`src/rtl/pc_unit.sv`:
```
// pc_unit: IF-stage fetch-address generator with INIT/RUN/HALT control and an
// optional return-address stack, built only when PC_RAS_EN is defined.
// Next-PC priority: exception, redirect, halt, RAS pop, stall, sequential.
module pc_unit #(
  parameter int unsigned      WIDTH        = 32,
  parameter logic [WIDTH-1:0] RESET_VECTOR = '0,
  parameter logic [WIDTH-1:0] EXC_VECTOR   = WIDTH'(32'h0000_0180),
  parameter int unsigned      STEP         = 4,
  parameter int unsigned      RAS_DEPTH    = 4
) (
  input  logic                           clk,
  input  logic                           rst,
  input  logic                           stall,
  input  logic                           redirect_valid,
  input  logic [WIDTH-1:0]               redirect_target,
  input  logic                           exc_valid,
  input  logic                           halt,
  input  logic                           ras_push,
  input  logic [WIDTH-1:0]               ras_push_addr,
  input  logic                           ras_pop,
  output logic [WIDTH-1:0]               pc,
  output logic [WIDTH-1:0]               pc_plus,
  output logic                           fetch_valid,
  output logic                           ras_hit,
  output logic [$clog2(RAS_DEPTH+1)-1:0] ras_count
);

  localparam int unsigned CW = $clog2(RAS_DEPTH + 1);

  typedef enum logic [1:0] {
    ST_INIT = 2'd0,
    ST_RUN  = 2'd1,
    ST_HALT = 2'd2
  } state_t;

  state_t           state, state_n;
  logic [WIDTH-1:0] pc_n;
  logic             fv_n;
  logic             hit_n;
  logic             ras_flush_c;
  logic             ras_wr_c;
  logic             ras_rd_c;
  logic             ras_nonempty_c;
  logic [WIDTH-1:0] ras_top_c;
  logic [WIDTH-1:0] redirect_aligned_c;
  logic             redirect_low_unused_c;

  assign pc_plus               = pc + WIDTH'(STEP);
  assign redirect_aligned_c    = {redirect_target[WIDTH-1:2], 2'b00};
  assign redirect_low_unused_c = ^redirect_target[1:0];

  // State register
  always_ff @(posedge clk or posedge rst) begin
    if (rst) begin
      state <= ST_INIT;
    end else begin
      state <= state_n;
    end
  end

  // Next-state, next-PC and RAS control decode
  always_comb begin
    state_n     = state;
    pc_n        = pc;
    fv_n        = fetch_valid;
    hit_n       = 1'b0;
    ras_flush_c = 1'b0;
    ras_wr_c    = 1'b0;
    ras_rd_c    = 1'b0;
    unique case (state)
      ST_INIT: begin
        state_n = ST_RUN;
        fv_n    = 1'b1;
      end
      ST_RUN: begin
        if (exc_valid) begin
          pc_n        = EXC_VECTOR;
          ras_flush_c = 1'b1;
        end else if (redirect_valid) begin
          pc_n = redirect_aligned_c;
        end else if (halt) begin
          state_n = ST_HALT;
          fv_n    = 1'b0;
        end else if (!stall) begin
          ras_wr_c = ras_push;
          if (ras_pop && ras_nonempty_c) begin
            pc_n     = ras_top_c;
            hit_n    = 1'b1;
            ras_rd_c = 1'b1;
          end else begin
            pc_n = pc_plus;
          end
        end
      end
      ST_HALT: begin
        if (exc_valid) begin
          pc_n        = EXC_VECTOR;
          ras_flush_c = 1'b1;
          state_n     = ST_RUN;
          fv_n        = 1'b1;
        end else if (redirect_valid) begin
          pc_n    = redirect_aligned_c;
          state_n = ST_RUN;
          fv_n    = 1'b1;
        end
      end
      default: begin
        state_n = ST_INIT;
      end
    endcase
  end

  // Registered fetch outputs
  always_ff @(posedge clk or posedge rst) begin
    if (rst) begin
      pc          <= RESET_VECTOR;
      fetch_valid <= 1'b0;
      ras_hit     <= 1'b0;
    end else begin
      pc          <= pc_n;
      fetch_valid <= fv_n;
      ras_hit     <= hit_n;
    end
  end

`ifdef PC_RAS_EN
  localparam int unsigned PW = (RAS_DEPTH > 1) ? $clog2(RAS_DEPTH) : 1;

  logic [WIDTH-1:0] ras_mem [RAS_DEPTH];
  logic [PW-1:0]    ras_ptr;
  logic [PW-1:0]    ras_ptr_inc_c;
  logic [PW-1:0]    ras_ptr_dec_c;

  // Circular stack: ras_ptr indexes the top; a push when full reuses the oldest slot
  assign ras_ptr_inc_c  = (ras_ptr == PW'(RAS_DEPTH - 1)) ? '0 : ras_ptr + PW'(1);
  assign ras_ptr_dec_c  = (ras_ptr == '0) ? PW'(RAS_DEPTH - 1) : ras_ptr - PW'(1);
  assign ras_top_c      = ras_mem[ras_ptr];
  assign ras_nonempty_c = (ras_count != '0);

  // Stack pointer and occupancy
  always_ff @(posedge clk or posedge rst) begin
    if (rst) begin
      ras_ptr   <= '0;
      ras_count <= '0;
    end else if (ras_flush_c) begin
      ras_count <= '0;
    end else if (ras_wr_c && ras_rd_c) begin
      ras_count <= ras_count;
    end else if (ras_wr_c) begin
      ras_ptr <= ras_ptr_inc_c;
      if (ras_count != CW'(RAS_DEPTH)) begin
        ras_count <= ras_count + CW'(1);
      end
    end else if (ras_rd_c) begin
      ras_ptr   <= ras_ptr_dec_c;
      ras_count <= ras_count - CW'(1);
    end
  end

  // Stack storage; push with pop replaces the current top in place
  always_ff @(posedge clk) begin
    if (ras_wr_c) begin
      ras_mem[ras_rd_c ? ras_ptr : ras_ptr_inc_c] <= ras_push_addr;
    end
  end
`else
  logic ras_ctl_unused_c;

  // No stack: pops never hit, occupancy is always zero
  assign ras_nonempty_c   = 1'b0;
  assign ras_top_c        = '0;
  assign ras_count        = '0;
  assign ras_ctl_unused_c = ^{ras_flush_c, ras_wr_c, ras_rd_c, ras_push_addr};
`endif

endmodule

```
`config.mk`:
```
export PLATFORM = sky130hd
export DESIGN_NAME = pc_unit
export DESIGN_NICKNAME = d
export VERILOG_FILES = /design/src/rtl/pc_unit.sv
export SDC_FILE = /design/constraint.sdc
export NUM_CORES = 1
export LEC_CHECK = 0
export CAP_MARGIN = 15
export CORE_MARGIN = 2
export CORE_UTILIZATION = 33
export DETAILED_ROUTE_END_ITERATION = 8
export GPL_TIMING_DRIVEN = 0
export PLACE_DENSITY = 0.7
export SYNTH_ARGS = -nofsm -noshare
export SYNTH_HDL_FRONTEND = slang
export SYNTH_SLANG_ARGS = --single-unit
```
`constraint.sdc`:
```
create_clock -name clk -period 4.1 [get_ports clk]
set_input_delay 0.41 -clock clk [delete_from_list [all_inputs] [get_ports clk]]
set_output_delay 0.41 -clock clk [all_outputs]
set_load 0.01 [all_outputs]
```
* Yosys cells after proc, flatten, opt, wreduce, memory -nomap -nowiden
Cells that the tools add are included.
Storage, ports and cells: register bits after elaboration 35, input port bits 72, output and inout bits 69
Cells by class: $add $sub $neg 1, equality and inequality tests 8, muxes and demuxes 19, reduce and logical (&&, ||, !) cells 6
Operators by type and width (number):
- $mux 32 | 6
- $pmux 32 s2 | 1
- $add 32x3->32 const B | 1
- $mux 2 | 5
- $ne 4x4->1 const B | 2
- $reduce_and 4->1 | 2
- $ne 2x2->1 const B | 3
- $pmux 2 s3 | 1
- $mux 1 | 5
- $reduce_and 5->1 | 1
- $ne 3x3->1 const B | 1
- $pmux 1 s3 | 1
- $reduce_bool 3->1 | 1
- $eq 2x1->1 const B | 1
- $eq 2x2->1 const B | 1
- $logic_not 2->1 | 1
- $reduce_bool 2->1 | 1

* Logic depth before layout (Yosys ltp)
Gate-level depths: netlist (run 1).
depth in word-level cells 6, mapped depth 10, mapped depth without buffers 7

* Worst setup path after synthesis (run 1)
OpenSTA, ideal clock, no wires.
path type reg-to-output, start point register pc[10], end point output port pc_plus[28], arrival 2167 ps, required time 3690 ps, setup slack 1523 ps, cell stages (with the launch flop) 7, path through dfrtp_1 > buf_2 > nand4_4 > or4_4 > buf_6 > or4_4 > xnor2_1
On the way: word-level cells in the longest chain between the ends 1
Ends and longest elaborated chain:
- start, declared | RTL line 21 | output logic [WIDTH-1:0] pc,
- start signal, assigned | RTL line 120 | pc <= pc_n;
- $add 32x3->32 | RTL line 48 | assign pc_plus = pc + WIDTH'(STEP);
- end, declared | RTL line 22 | output logic [WIDTH-1:0] pc_plus,
No other way between the ends.

* Worst setup path in the final report (run 1)
start point register pc[10], end point output port pc_plus[27]
Same word-level chain as after synthesis.

==> impl_metrics.ini, run 1 <==
[logic_synthesis]
synth_top_flop_cell = dfrtp_1
synth-edff-count = 0
synth_adder_area_share = 0.0294
yosysSeqAreaShare = 0.323
yosysWarnings = 0
syn_area_per_cell_um2 = 8.09
yosys.area_share.xor_xnor = 0.0959
synth_top_family_by_area = simple AND/OR/NAND/NOR gates
synthArstFlopShare = 1.00
synthSimpleGateAreaFrac = 0.232
synth_cell_types = 50
synthTopCellsByArea = dfrtp_1 (32%), xnor2_1 (7.2%), o21ai_0 (4.9%), a21oi_1 (4.5%), nand2_1 (4.0%)
muxShareOfSynthArea = 0.0117
synth.largest_area_cell = dfrtp_1
ys_ff_latch = 33
synth-compound-area-share = 0.228
syn_area_um2 = 2560
synthCells = 316
synth_top_area_frac = 0.323

[worst_setup_path]
cp.required_ps = 3690
criticalPathCategory = reg -> out
setup.worst_path.end_class = output pin
slowest_stage = nor4_2
path_cells = buf_2 > nand4_4 > nor4_2 > nand3_1 > nor2_1 > xor2_1 > clkdlybuf4s50_1
critPathMaxStageDelay_ps = 750
critPathBufInv = 2
critPathArrivalTime_ps = 3040
crit_family = simple AND/OR/NAND/NOR gates
crit_path_max_fanout = 9
cp-start-kind = flip-flop

[routing]
drt_iter0_drc = 193
drc = 0
wire_per_inst_um = 15.7
drt.antenna.violating_nets = 0
vias_per_cell = 5.38
drt-total-wl_um = 8310
firstDrtPassIters = 8
vias = 2843

[final_layout]
area_growth_pct = 47.7
nNetsFinal = 504
antenna_cells = 0
final-seq-area_um2 = 826
fill_cells = 745
multiInputGateArea_um2 = 1560
drive_gt1_frac = 0.0657
fin_util = 0.496
fin_cells = 528

[die]
ios = 141
initial_core_util = 0.336
coreArea_um2 = 7610
die_x_um = 92.0
die_y_um = 92.0
dieArea_um2 = 8470
rows = 32

[min_path]
hp-class = in -> async

[sta]
max_slew_margin = 0.433
fin_crit_ps = 3450
setup_viol = 0
grt_setup_unrepaired = no
tns_ps = 0
worstMarginPinSlew_ps = 844
hold_viol_final = 0
hold_slack_ps = 477
clock_skew_ps = 7.07
fmax_mhz = 289
slew_violations = 0
finalCritPeriodShare = 0.843

[clocking]
cts_num_sinks = 33
htreeDepth = 2
post_cts_buffers = 0
cts_made_buffers = 5
cts.hold.buffers_added = 0
cts.clk_slew.worst_paths_ps = 70
cts_tree = yes
cts_resized = 0
cts_root_buffer = clkbuf_8
max-clock-path-buffers = 2
clock_latency_ps = 290

[power_and_ir_drop]
p_per_area_nw_per_um2 = 602
finalPower_mw = 2.27
peakVddDrop_mv = 0.295
leakagePower_nw = 1.44

[global_routing]
grt_overflow = 0
grt_max_degree = 23
first_global_vias = 2729
grt_pass1_wl_um = 13800
grt_antenna_before_repair = 0
track_usage = 0.202

[placed_design]
numPortBuffers = 95
dp.cells = 521
dpl.hpwl_um = 6300
place_congestion = 0.891

[flow_run]
maxCapViolCount = 0

[status]
status = completed
registers in the layout, indices dropped and copies added, names as in the netlist:
signal / cells
fetch_valid: 1
state: 2
pc: 30
worst paths after layout:
check / end / slack [ps] / from / cells past startpoint
max: pc_plus[27] / 650 / pc[10] / 7
min reg2reg: fetch_valid / 530 / fetch_valid / 2
min in group clk: fetch_valid / 530 / fetch_valid / 2
min: pc[30] / 480 / rst / 2
max reg2reg: pc[23] / 1200 / state[0] / 9
max in group asynchronous: pc[8] / 3110 / rst / 3
logic make-up (layout without fill, tap and decap cells):
logic type / after synthesis / after routing
and+or+nand+nor: 112 / 112
other: 1 / 8
AOI/OAI and AO/OA: 90 / 90
adders and majority gates: 6 / 6
muxes: 3 / 3
DFF: 33 / 33
buffers and inverters: 43 / 146
xor gates and xnor gates: 28 / 28
layout make-up:
class / instances / area share
clock buffers: 7 / 0.0229
plain buffers: 30 / 0.0404
inverters: 13 / 0.0129
flip-flops and latches: 33 / 0.219
multi-input cells: 247 / 0.412
well taps: 102 / 0.0338
repair buffers: 96 / 0.259
cells in the mapped netlist, types with 3 or more instances:
cell type and n:
nor3_1 9, nor2_1 20, or2_2 3, inv_1 13
o311ai_0 7, o22ai_1 5, nand3_1 17, or3_1 3
xnor2_1 21, ha_1 6, nand4_1 7, o21ai_0 25
and3_1 5, a31oi_1 5, nor4_1 4, o2bb2ai_1 3
xor2_1 7, a22oi_1 4, clkbuf_1 19, mux2i_1 3
a21oi_1 23, dfrtp_1 33, buf_4 8, and2_1 4
nand2_1 27
placed cells by master (no fill, tap or decap), types with 2 or more instances in the layout:
master           netlist  final
clkdlybuf4s50_1        0     95
dfrtp_1               33     33
nand2_1               27     27
o21ai_0               25     25
a21oi_1               23     23
xnor2_1               21     21
clkbuf_1              19     20
nor2_1                20     20
nand3_1               17     17
inv_1                 13     13
nor3_1                 9      9
buf_4                  8      8
conb_1                 1      8
nand4_1                7      7
o311ai_0               7      7
xor2_1                 7      7
ha_1                   6      6
clkbuf_8               0      6
a31oi_1                5      5
and3_1                 5      5
o22ai_1                5      5
and2_1                 4      4
a22oi_1                4      4
nor4_1                 4      4
or3_1                  3      3
or2_2                  3      3
mux2i_1                3      3
o2bb2ai_1              3      3
buf_2                  2      2
nor4_2                 2      2
nand2b_1               2      2
or4_4                  2      2
o311a_1                2      2
a31o_2                 2      2
a41oi_1                2      2
or4_1                  2      2
o311ai_1               2      2
nor3b_1                2      2
where the power goes:
part	switching [mW]	internal [mW]	leakage, nW
clock	0.121	0.133	0.0443
combinational	0.686	0.687	0.970
sequential	0.194	0.451	0.426
total	1.00	1.27	1.44
layer usage:
metal | GRT usage | up-vias | share of wire
li1 | - | 1359 | -
met1 | 0.281 | 1351 | 0.44
met2 | 0.322 | 127 | 0.48
met3 | 0.0370 | 6 | 0.070
met4 | 0.0585 | 0 | 0.0081
met5 | 0 | - | 0
stage by stage:
step | area (µm²) | setup WS [ps]
2_1_floorplan | 2580 | 1520
3_3_place_gp | 3660 | 1040
3_5_place_dp | 3690 | 1010
4_1_cts | 3770 | 678
5_1_grt | 3770 | 282
6_report | 3770 | 646
No activity file was read; power rests on OpenSTA's default activity.
==> run 2: changes to the inputs <==
--- a/config.mk
+++ b/config.mk
@@ -10,7 +10,7 @@
 export CORE_UTILIZATION = 33
 export DETAILED_ROUTE_END_ITERATION = 8
 export GPL_TIMING_DRIVEN = 0
-export PLACE_DENSITY = 0.7
+export PLACE_DENSITY = 0.73
 export SYNTH_ARGS = -nofsm -noshare
 export SYNTH_HDL_FRONTEND = slang
 export SYNTH_SLANG_ARGS = --single-unit
==> constraint.sdc (replaced) <==
create_clock -name clk -period 2.8 [get_ports clk]
set_input_delay 0.28 -clock clk [delete_from_list [all_inputs] [get_ports clk]]
set_output_delay 0.28 -clock clk [all_outputs]
set_load 0.01 [all_outputs]
==> run 2 against run 1 <==
  * Non-clock buffer count grew 10
  * Wire length grew 5.1%
  * Die area is the same
  * Final cell count grew 2.1%
  * Setup slack lost 620 ps
==> impl_metrics.ini, run 2 (synthesis results as in run 1) <==
[status]
status = completed

[final_layout]
layout_common_cells = clkdlybuf4s50_1 (87), nand2_1 (27), o21ai_0 (25)
drive_gt1_frac = 0.172
fin_area_um2 = 4000
area_growth_pct = 56.4
top_regs = pc (30), state (2), fetch_valid (1)
top_register = pc
antenna_cells = 0
final_common_cell = clkdlybuf4s50_1
largest_register_ff_count = 30
nNetsFinal = 514

[sta]
fin_crit_ps = 2770
finalCritPeriodShare = 0.990
max_slew_margin = 0.405
fmax_mhz = 361
slew_violations = 0
clock_skew_ps = 4.38
grt_setup_unrepaired = yes
worstMarginPinSlew_ps = 892
hold_viol_final = 0
setup_viol = 0

[clocking]
clock_latency_ps = 280
cts_root_buffer = clkbuf_8
cts.clk_slew.worst_paths_ps = 70
cts_num_sinks = 33
cts_tree = yes
cts_made_buffers = 5
max-clock-path-buffers = 2
cts.hold.buffers_added = 0
htreeDepth = 2

[power_and_ir_drop]
pwr-share-clk = 0.103
p_per_area_nw_per_um2 = 847
seqPwrFrac = 0.294
pwr-share-comb = 0.603
p_int_mw = 1.88
peakVddDrop_mv = 0.345
leakagePower_nw = 1.63
finalPower_mw = 3.39
p_sw_mw = 1.50
switching_share = 0.444

[worst_setup_path]
cp-start-kind = flip-flop
path_cells = buf_6 > nand4_4 > or4_4 > buf_6 > nor4_4 > nand4_1 > xnor2_1 > buf_2
rr_endpoint = pc[22]
cp.required_ps = 2520
setup.worst_path.end_class = output pin
slowest_stage = or4_4
critPathArrivalTime_ps = 2490
crit_path_max_fanout = 8
crit_path_frequent_cell = buf_6
rr_worst_depth = 9
r2r_start = state[0]
ff2ff_setup_slack_ps = 290
critPathMaxStageDelay_ps = 530
criticalPathCategory = reg -> out

[flow_run]
maxCapViolCount = 0

[global_routing]
grt_pass1_wl_um = 14200
grt-busiest-layer = met2
grt_use_met2 = 0.349
use_met3 = 0.0485
met1_usage = 0.277
grt_max_degree = 22
first_global_vias = 2829
grt_antenna_before_repair = 0
track_usage = 0.208
grt_overflow = 0

[placed_design]
place_congestion = 0.846
placed_area_um2 = 3680
numPortBuffers = 95
dpl.hpwl_um = 6430

[routing]
wire_per_inst_um = 16.2
drt.antenna.violating_nets = 0
firstDrtPassIters = 5
vias_per_cell = 5.38
drt-total-wl_um = 8740
drc = 0
drt_iter0_drc = 214
vias = 2898

[die]
die_y_um = 92.0
coreArea_um2 = 7610
ios = 141
rows = 32
die_x_um = 92.0
dieArea_um2 = 8470
initial_core_util = 0.336

[min_path]
hp-class = in -> async
run 2: area by class of cell:
| class | count | area (µm²) |
|---|---|---|
| plain buffers | 27 | 165 |
| clock buffers | 8 | 80.1 |
| fillers | 759 | 3610 |
| inverters | 13 | 48.8 |
| multi-input cells | 247 | 1680 |
| flip-flops and latches | 33 | 840 |
| well taps | 102 | 128 |
| repair buffers | 109 | 1050 |
run 2: worst max-delay path by stage:
stage                     startpoint          end
after floorplan               pc[10]  pc_plus[28]
after global routing           pc[2]  pc_plus[30]
after CTS                     pc[10]  pc_plus[30]
after global placement         pc[2]  pc_plus[28]
after detailed placement       pc[2]  pc_plus[30]
final                         pc[10]  pc_plus[30]
run 2: what timing repair did:
| item | 4_1_cts | 5_1_grt |
|---|---|---|
| setup endpoints to repair | 18 | 34 |
| buffers inserted | 6 | 7 |
| resized for setup | 27 | 37 |
| pin swaps | 3 | 7 |
run 2: power groups by stage:
stage / Combinational [mW] / Sequential [mW] / Clock [mW]
3_3_place_gp: 1.96 / 0.942 / 0
4_1_cts: 2.02 / 0.965 / 0.364
2_1_floorplan: 0.979 / 0.963 / 0
6_report: 2.04 / 0.994 / 0.350
3_5_place_dp: 2.00 / 0.956 / 0
5_1_grt: 2.24 / 1.03 / 0.379
run 2: metal layers:
metal,share of wire,vias up
met5,0,-
met1,0.43,1371
met3,0.070,8
li1,-,1377
met2,0.48,142
met4,0.013,0
run 2: per-stage QoR:
step                hold WS (ps)  utilization  setup slack [ps]  TNS, ps  instances
floorplan                    385            -               353        0        323
global placement             511        0.481              -167     -612        520
detailed placement           528        0.483              -187     -719        521
CTS                          540        0.509             -14.4    -21.1        534
global route                 563        0.525             -71.5     -101        539
finish                       509        0.525              27.9        0        539
run 2: worst max-delay path, delay by kind of cell (launching register included):
kind	cells	cell delay, ps
xor gates and xnor gates	1	210
buffers and inverters	3	460
DFF	1	380
and+or+nand+nor	4	1150
==> run 3: changes to the inputs <==
--- a/config.mk
+++ b/config.mk
@@ -7,10 +7,10 @@
 export LEC_CHECK = 0
 export CAP_MARGIN = 15
 export CORE_MARGIN = 2
-export CORE_UTILIZATION = 33
+export CORE_UTILIZATION = 30
 export DETAILED_ROUTE_END_ITERATION = 8
 export GPL_TIMING_DRIVEN = 0
-export PLACE_DENSITY = 0.73
+export PLACE_DENSITY = 0.67
 export SYNTH_ARGS = -nofsm -noshare
 export SYNTH_HDL_FRONTEND = slang
 export SYNTH_SLANG_ARGS = --single-unit
==> run 3 against run 2 <==
  * Power grew 1.7%
  * Register-to-register slack worse by 40 ps
  * Flip-flop and latch count unchanged
  * Critical path depth shrank 1
  * Sequential share of layout area shrank 0.40 points
  * Largest cell class unchanged
  * Highest routed layer unchanged
==> impl_metrics.ini, run 3 (synthesis results as in run 1) <==
[worst_setup_path]
cp.required_ps = 2520
cp-start-kind = flip-flop
critPathMaxStageDelay_ps = 460
crit_path_frequent_cell = or4_4
path_cells = ha_4 > nand3_2 > or4_4 > buf_6 > or4_4 > xnor2_2 > clkdlybuf4s15_2
ff2ff_setup_slack_ps = 250
setup.worst_path.end_class = output pin
crit_path_max_fanout = 8
slowest_stage = or4_4
critPathArrivalTime_ps = 2410
criticalPathCategory = reg -> out

[routing]
vias = 2870
wl_met2_um = 4310
firstDrtPassIters = 4
wire_per_inst_um = 16.3
highest-signal-layer = met4
drt-total-wl_um = 8880
met1_length_um = 3940
vias_per_cell = 5.27
drc = 0
drt_iter0_drc = 200
wl_met3_um = 496
drt.antenna.violating_nets = 0

[final_layout]
antenna_cells = 0
layout_common_cells = clkdlybuf4s50_1 (83), nand2_1 (27), o21ai_0 (25)
drive_gt1_frac = 0.159
area_growth_pct = 58.9
final_common_cell = clkdlybuf4s50_1
fin_util = 0.492
nNetsFinal = 518
top_regs = pc (30), state (2), fetch_valid (1)
largest_register_ff_count = 30
top_register = pc

[global_routing]
grt_pass1_wl_um = 14000
first_global_vias = 2751
grt_antenna_before_repair = 0
grt_max_degree = 20
track_usage = 0.193
grt_overflow = 0

[clocking]
cts_tree = yes
htreeDepth = 2
cts_num_sinks = 33
max-clock-path-buffers = 2
cts.hold.buffers_added = 0
cts_made_buffers = 5
cts.clk_slew.worst_paths_ps = 70
cts_root_buffer = clkbuf_8
clock_latency_ps = 290

[power_and_ir_drop]
p_per_area_nw_per_um2 = 848
peakVddDrop_mv = 0.346
leakagePower_nw = 1.73

[placed_design]
place_congestion = 0.833
dpl.hpwl_um = 6570
numPortBuffers = 95

[sta]
hold_slack_ps = 396
max_slew_margin = 0.529
worstMarginPinSlew_ps = 706
fmax_mhz = 371
fin_crit_ps = 2690
clock_skew_ps = 5.36
slew_violations = 0
grt_setup_unrepaired = yes
hold_viol_final = 0
setup_viol = 0
finalCritPeriodShare = 0.962

[die]
die_y_um = 96.3
coreArea_um2 = 8260
die_x_um = 96.3
ios = 141
dieArea_um2 = 9270
initial_core_util = 0.310
rows = 33

[flow_run]
maxCapViolCount = 0

[status]
status = completed

[min_path]
hp-class = in -> async
-- run 3: changes by cell type in the layout (fill, tap and decap cells not counted), sizes merged --
cell           delta
buf               +2
clkbuf            -2
clkdlybuf4s15     +1
clkdlybuf4s50     -4
dlygate4sd2       +1
dlymetal6s2s      +5
-- run 3: worst paths after layout --
| kind | from | endpoint | cells past startpoint |
|---|---|---|---|
| max in group asynchronous | rst | pc[14] | 3 |
| worst min-delay path | rst | fetch_valid | 2 |
| worst max register to register | state[0] | pc[4] | 8 |
| worst max-delay path | pc[2] | pc_plus[28] | 7 |
| min in group clk | redirect_target[16] | pc[16] | 3 |
| worst min register to register | fetch_valid | fetch_valid | 2 |
-- run 3: power by group --
group,switching [mW],internal [mW]
combinational,1.02,1.04
sequential,0.322,0.668
clock,0.191,0.196
total,1.54,1.91
-- run 3: metal layers --
layer	vias to the layer above	GRT usage
li1	1391	-
met1	1376	0.260
met2	92	0.318
met3	11	0.0345
met4	0	0.0540
met5	-	0
-- run 3: stage by stage --
stage          worst slack [ps]  setup TNS (ps)  std cells  power, mW  cell area, µm²
2_1_floorplan               353               0        323       1.94            2580
3_3_place_gp               -150            -561        523       2.92            3660
3_5_place_dp               -199            -786        524       2.97            3690
4_1_cts                    5.32               0        536       3.43            3920
5_1_grt                   -15.7           -19.9        545       3.72            4060
6_report                    108               0        545       3.45            4060
-- run 3: worst max-delay path: cells and delay by family, from the launching register on --
family / cells / cell delay [ps]
and+or+nand+nor: 3 / 990
DFF: 1 / 420
buffers and inverters: 2 / 390
adders and majority gates: 1 / 170
xor gates and xnor gates: 1 / 150
-- run 3: layout make-up --
cell class	instances	area [µm²]
clock buffer	7	86.3
inverter	13	48.8
fill	795	4200
timing repair buffer	112	1130
buffer	28	159
tap	105	131
multi-input combinational	247	1670
sequential	33	837
-- run 3: timing repair --
action | CTS | global route
endpoints found under the hold margin | 0 | 0
pin swaps | 5 | 7
endpoints found under the setup margin | 18 | 33
resized for setup | 30 | 23
setup buffers | 6 | 10
==> RTL change 1: new RTL, config.mk and constraints of run 3 <==
The parameter `RAS_DEPTH` goes from 4 to 8.
--- a/src/rtl/pc_unit.sv
+++ b/src/rtl/pc_unit.sv
@@ -8,3 +8,3 @@
   parameter int unsigned      STEP         = 4,
-  parameter int unsigned      RAS_DEPTH    = 4
+  parameter int unsigned      RAS_DEPTH    = 8
 ) (
Ports: changed (resized ras_count); port bits go from 141 to 142. The function was not compared with the original's and may differ.
==> RTL change 1 against run 3 <==
Combinational power is essentially flat; routed wire length up 0.50%; setup slack got worse by 0.046 ns; sequential cell count is the same; non-clock buffer count shrank 2; cell area down 1.4%; area after synthesis up 0.29%; largest power group unchanged; via count grew 0.17%; total power rose by 0.53%; maximum frequency down 1.7%; critical path type unchanged.
==> RTL change 1: results (changes against run 3) <==
| Metric | Value |
|---|---|
| Syn Area/Cell | `8.087 µm² (about the same)` |
| Slew @ Worst Pin | `0.7253 ns (+0.01932 ns)` |
| Drt wl/cell | `16.37 µm (+0.50%)` |
| Final net count | `517 (-0.19%)` |
| Worst Skew | `0.008165 ns (+0.002804 ns)` |
| Vias | `2875 (+0.17%)` |
| Ys Warns | `0 (unchanged)` |
| Seq/Total Area, Yosys | `32.21% (-0.095 points)` |
| Sw Share | `44.44% (-0.20 points)` |
| Initial DRC count | `127 (-37%)` |
| First-pass GRT wire length | `13880 µm (-0.84%)` |
| R2R setup slack | `0.19 ns (-0.06 ns)` |
| Max VDD drop | `0.0004608 V (+33%)` |
| Crit-path max cell delay | `0.56 ns (+0.10 ns)` |
| Vias in the first global route | `2785 (+1.2%)` |
| Layout cells sized above 1 | `16.14% (+0.23 points)` |
| Leak | `1.612 nW (-6.8%)` |
| Outcome | `complete, no violations` |
| Crit-path leading delay family | `simple AND/OR/NAND/NOR gates` |
| R2R Path End | `pc[12]` |
| Via density | `5.275 (+0.17%)` |
| Setup crit start | `pc[10]` |
| Synth top area cells | `dfrtp_1, xnor2_1, o21ai_0, a21oi_1, nand2_1` |
| Post-CTS setup buffers | `8 (+2)` |
| GRT Util Overall | `19.17% (-0.16 points)` |
| Worst Path Arrival | `2.46 ns (+0.05 ns)` |
| Worst-path fanout max | `8 (unchanged)` |
| Placed Instances | `526 (+0.38%)` |
| CTS resizes | `35 (+17%)` |
| Detailed placement HPWL | `6483 µm (-1.3%)` |
| Gp weighted congestion | `0.8351 (+0.24%)` |
| Pre-Repair DR Iteration Count | `5 (+1)` |
[RTL change 1: layer usage]
| layer | vias up | wire length (µm) | global-route usage [%] |
|---|---|---|---|
| li1 | 1379 | - | - |
| met2 | 140 | 4111 | 30.56 |
| met3 | 11 | 675 | 3.724 |
| met5 | - | 0 | 0 |
| met1 | 1345 | 3999 | 25.98 |
| met4 | 0 | 136 | 6.690 |
[RTL change 1: through the flow]
stage | hold WS (ns) | setup WS, ns
after floorplan | 0.3854 | 0.3529
after global placement | 0.5116 | -0.1422
after detailed placement | 0.5203 | -0.2311
after CTS | 0.4319 | -0.03986
after global routing | 0.4823 | -0.003426
final | 0.4119 | 0.06171
[RTL change 1: area by class of cell]
class	count	area (µm²)
clock inverter	1	5.005
inverter	13	48.80
timing repair buffer	108	1049
buffer	30	175.2
sequential	33	835.8
clock buffer	7	96.34
tap	105	131.4
multi-input combinational	248	1667
fill	826	4250
[RTL change 1: kinds of logic (layout without fill, tap and decap cells)]
family / after synthesis / after routing / share of synthesized area, %
buffers and inverters: 44 / 159 / 8.150
adder cells (fa/ha/maj): 6 / 6 / 2.928
XOR/XNOR: 28 / 28 / 9.566
other: 1 / 9 / 0.1463
AND/OR/NAND/NOR: 112 / 112 / 23.13
AO/OA/AOI/OAI: 90 / 90 / 22.70
multiplexers: 3 / 3 / 1.171
flip-flops: 33 / 33 / 32.21
[RTL change 1: power by group through the flow]
stage	Clock, mW	Combinational [mW]	Sequential [mW]
floorplan	0	0.981	0.963
global placement	0	1.98	0.944
detailed placement	0	2.02	0.951
CTS	0.421	2.04	0.966
global route	0.440	2.28	1.02
finish	0.418	2.07	0.977
==> RTL change 2: new RTL, settings of run 3 <==
Without the edit above. Re-encode `state_t` (3 states) as one-hot, 3 bits wide.
--- a/src/rtl/pc_unit.sv
+++ b/src/rtl/pc_unit.sv
@@ -29,6 +29,6 @@
 
-  typedef enum logic [1:0] {
-    ST_INIT = 2'd0,
-    ST_RUN  = 2'd1,
-    ST_HALT = 2'd2
+  typedef enum logic [2:0] {
+    ST_INIT = 3'b001,
+    ST_RUN  = 3'b010,
+    ST_HALT = 3'b100
   } state_t;
Function: no difference found for any inputs over 4 cycles, from zero or initial values and one cycle with rst high; so few cycles prove little.
==> RTL change 2 against run 3 <==
Setup slack improved by 0.011 ns; total power decreased by 5.1%; synthesized cell count increased by 7.3%; register-to-register slack improved by 0.06 ns; combinational power decreased by 9%; clock power increased by 3%; routed wire length increased by 6.8%; area after synthesis increased by 6.1%; global-route usage decreased by 0.17 points; largest power group unchanged; maximum frequency increased by 0.40%; cell area unchanged; first-iteration DRC count decreased by 7.5%; sequential cell count increased by 1.
==> RTL change 2: results (changes against run 3) <==
| Metric | Value |
|---|---|
| Outcome | `complete, no violations` |
| First-pass GRT wire length | `15310 µm (+9.4%)` |
| Multiplexer share of the synthesized area | `1.845% (+0.67 points)` |
| Detailed placement HPWL | `6980 µm (+6.3%)` |
| Final net count | `530 (+2.3%)` |
| Synth top area cells | `dfrtp_1, xnor2_1, nor2_1, o21ai_0, a21oi_1` |
| Final wirelength | `9483 µm (+6.8%)` |
| GRT Util Overall | `19.16% (-0.17 points)` |
| Initial DRC count | `185 (-7.5%)` |
| Number of fill cells | `891 (+12%)` |
| CTS resizes | `14 (-53%)` |
| Post-Synth Adder-Cell Area | `0.4613% (-2.5 points)` |
| Worst Skew | `0.01211 ns (+0.006745 ns)` |
| Post-synthesis compound-gate area fraction | `20.11% (-2.6 points)` |
| Internal | `1.900 mW (-0.35%)` |
| Worst-path fanout max | `8 (unchanged)` |
| Leak | `1.774 nW (+2.6%)` |
| Largest net degree at the start of global routing | `35 (+75%)` |
| XOR/XNOR Fraction of Synth Area | `9.041% (-0.55 points)` |
| Max VDD drop | `0.0003979 V (+15%)` |
| Reg2reg path depth | `6 (-2)` |
| Seq/Total Area, Yosys | `31.41% (-0.89 points)` |
| Vias in the first global route | `3066 (+11%)` |
| Hold Crit Class | `input pin to flop` |
| Post-CTS setup buffers | `8 (+2)` |
| R2R Path End | `pc[29]` |
| Largest regs | `pc x30, state x3, fetch_valid x1` |
| Via density | `5.399 (+2.5%)` |
| Area grow syn2layout | `49.77%` |
| Pre-Repair DR Iteration Count | `5 (+1)` |
| Gp weighted congestion | `0.8757 (+5.1%)` |
| Commonest cells in the netlist | `nor2_1, dfrtp_1, o21ai_0, nand2_1, a21oi_1` |
| R2R setup slack | `0.31 ns (+0.06 ns)` |
| Max-slew headroom | `46.05% (-6.8 points)` |
| Placed Instance Area | `0.003825 mm² (+3.6%)` |
## RTL change 2: cell count changes in the layout (fill, tap and decap cells not counted), sizes merged, moves of 5 or more
cell	run 3	this run
o311ai	9	1
and4	0	7
clkbuf	24	11
nor3	9	18
clkdlybuf4s50	83	90
nor2	20	36
ha	6	1
## RTL change 2: cell type report
| class | count | share of cell area (%) |
|---|---|---|
| multi-input cells | 272 | 42.62 |
| repair buffers | 104 | 25.19 |
| flip-flops and latches | 34 | 21.03 |
| plain buffers | 27 | 4.281 |
| well taps | 108 | 3.326 |
| clock buffers | 6 | 2.033 |
| inverters | 13 | 1.201 |
| clock inverters | 2 | 0.3080 |
## RTL change 2: power groups by stage
stage                     Sequential, mW  Combinational (mW)  Clock (mW)
after floorplan                     1.00               0.818           0
after CTS                          0.981                1.88       0.400
after global routing                1.03                2.04       0.417
after global placement             0.982                1.80           0
final                              0.993                1.88       0.398
after detailed placement           0.989                1.82           0
## RTL change 2: how the worst max path moves through the flow
stage | from | to | depth (start not counted)
2_1_floorplan | pc[2] | pc_plus[30] | 6
3_3_place_gp | pc[2] | pc_plus[28] | 7
3_5_place_dp | pc[2] | pc_plus[28] | 7
4_1_cts | pc[17] | pc_plus[31] | 8
5_1_grt | pc[18] | pc_plus[25] | 7
6_report | pc[10] | pc_plus[29] | 7
## RTL change 2: logic make-up (layout without fill, tap and decap cells)
| family | Yosys count | after routing |
|---|---|---|
| AND/OR/NAND/NOR | 144 | 144 |
| AO/OA/AOI/OAI | 86 | 86 |
| flip-flops | 34 | 34 |
| buffers and inverters | 40 | 152 |
| other | 1 | 8 |
| adder cells (fa/ha/maj) | 1 | 1 |
| XOR/XNOR | 28 | 28 |
| multiplexers | 5 | 5 |
## RTL change 2: worst max-delay path: stages (launching register included)
cell,delay (ns)
dfrtp_1,0.37
buf_4,0.17
and4_4,0.27
nand4_2,0.17
or3_2,0.55
nor2_1,0.15
xor2_1,0.15
dlygate4sd2_1,0.28
## RTL change 2: per-layer routing
| layer | share of wire [%] | up-vias | global-route usage [%] |
|---|---|---|---|
| met5 | 0 | - | 0 |
| met2 | 48 | 124 | 31.29 |
| li1 | - | 1444 | - |
| met1 | 44 | 1469 | 25.86 |
| met3 | 6.3 | 19 | 3.233 |
| met4 | 1.8 | 0 | 6.217 |
## RTL change 2: through the flow
stage | power, mW | hold slack [ns] | setup slack (ns) | cells
detailed placement | 2.811 | 0.5681 | 0.09399 | 549
global route | 3.479 | 0.3296 | -0.000005773 | 566
CTS | 3.264 | 0.3095 | 0.05919 | 565
global placement | 2.784 | 0.5332 | 0.1266 | 549
floorplan | 1.820 | 0.3770 | 0.7330 | 346
finish | 3.268 | 0.3060 | 0.1184 | 566
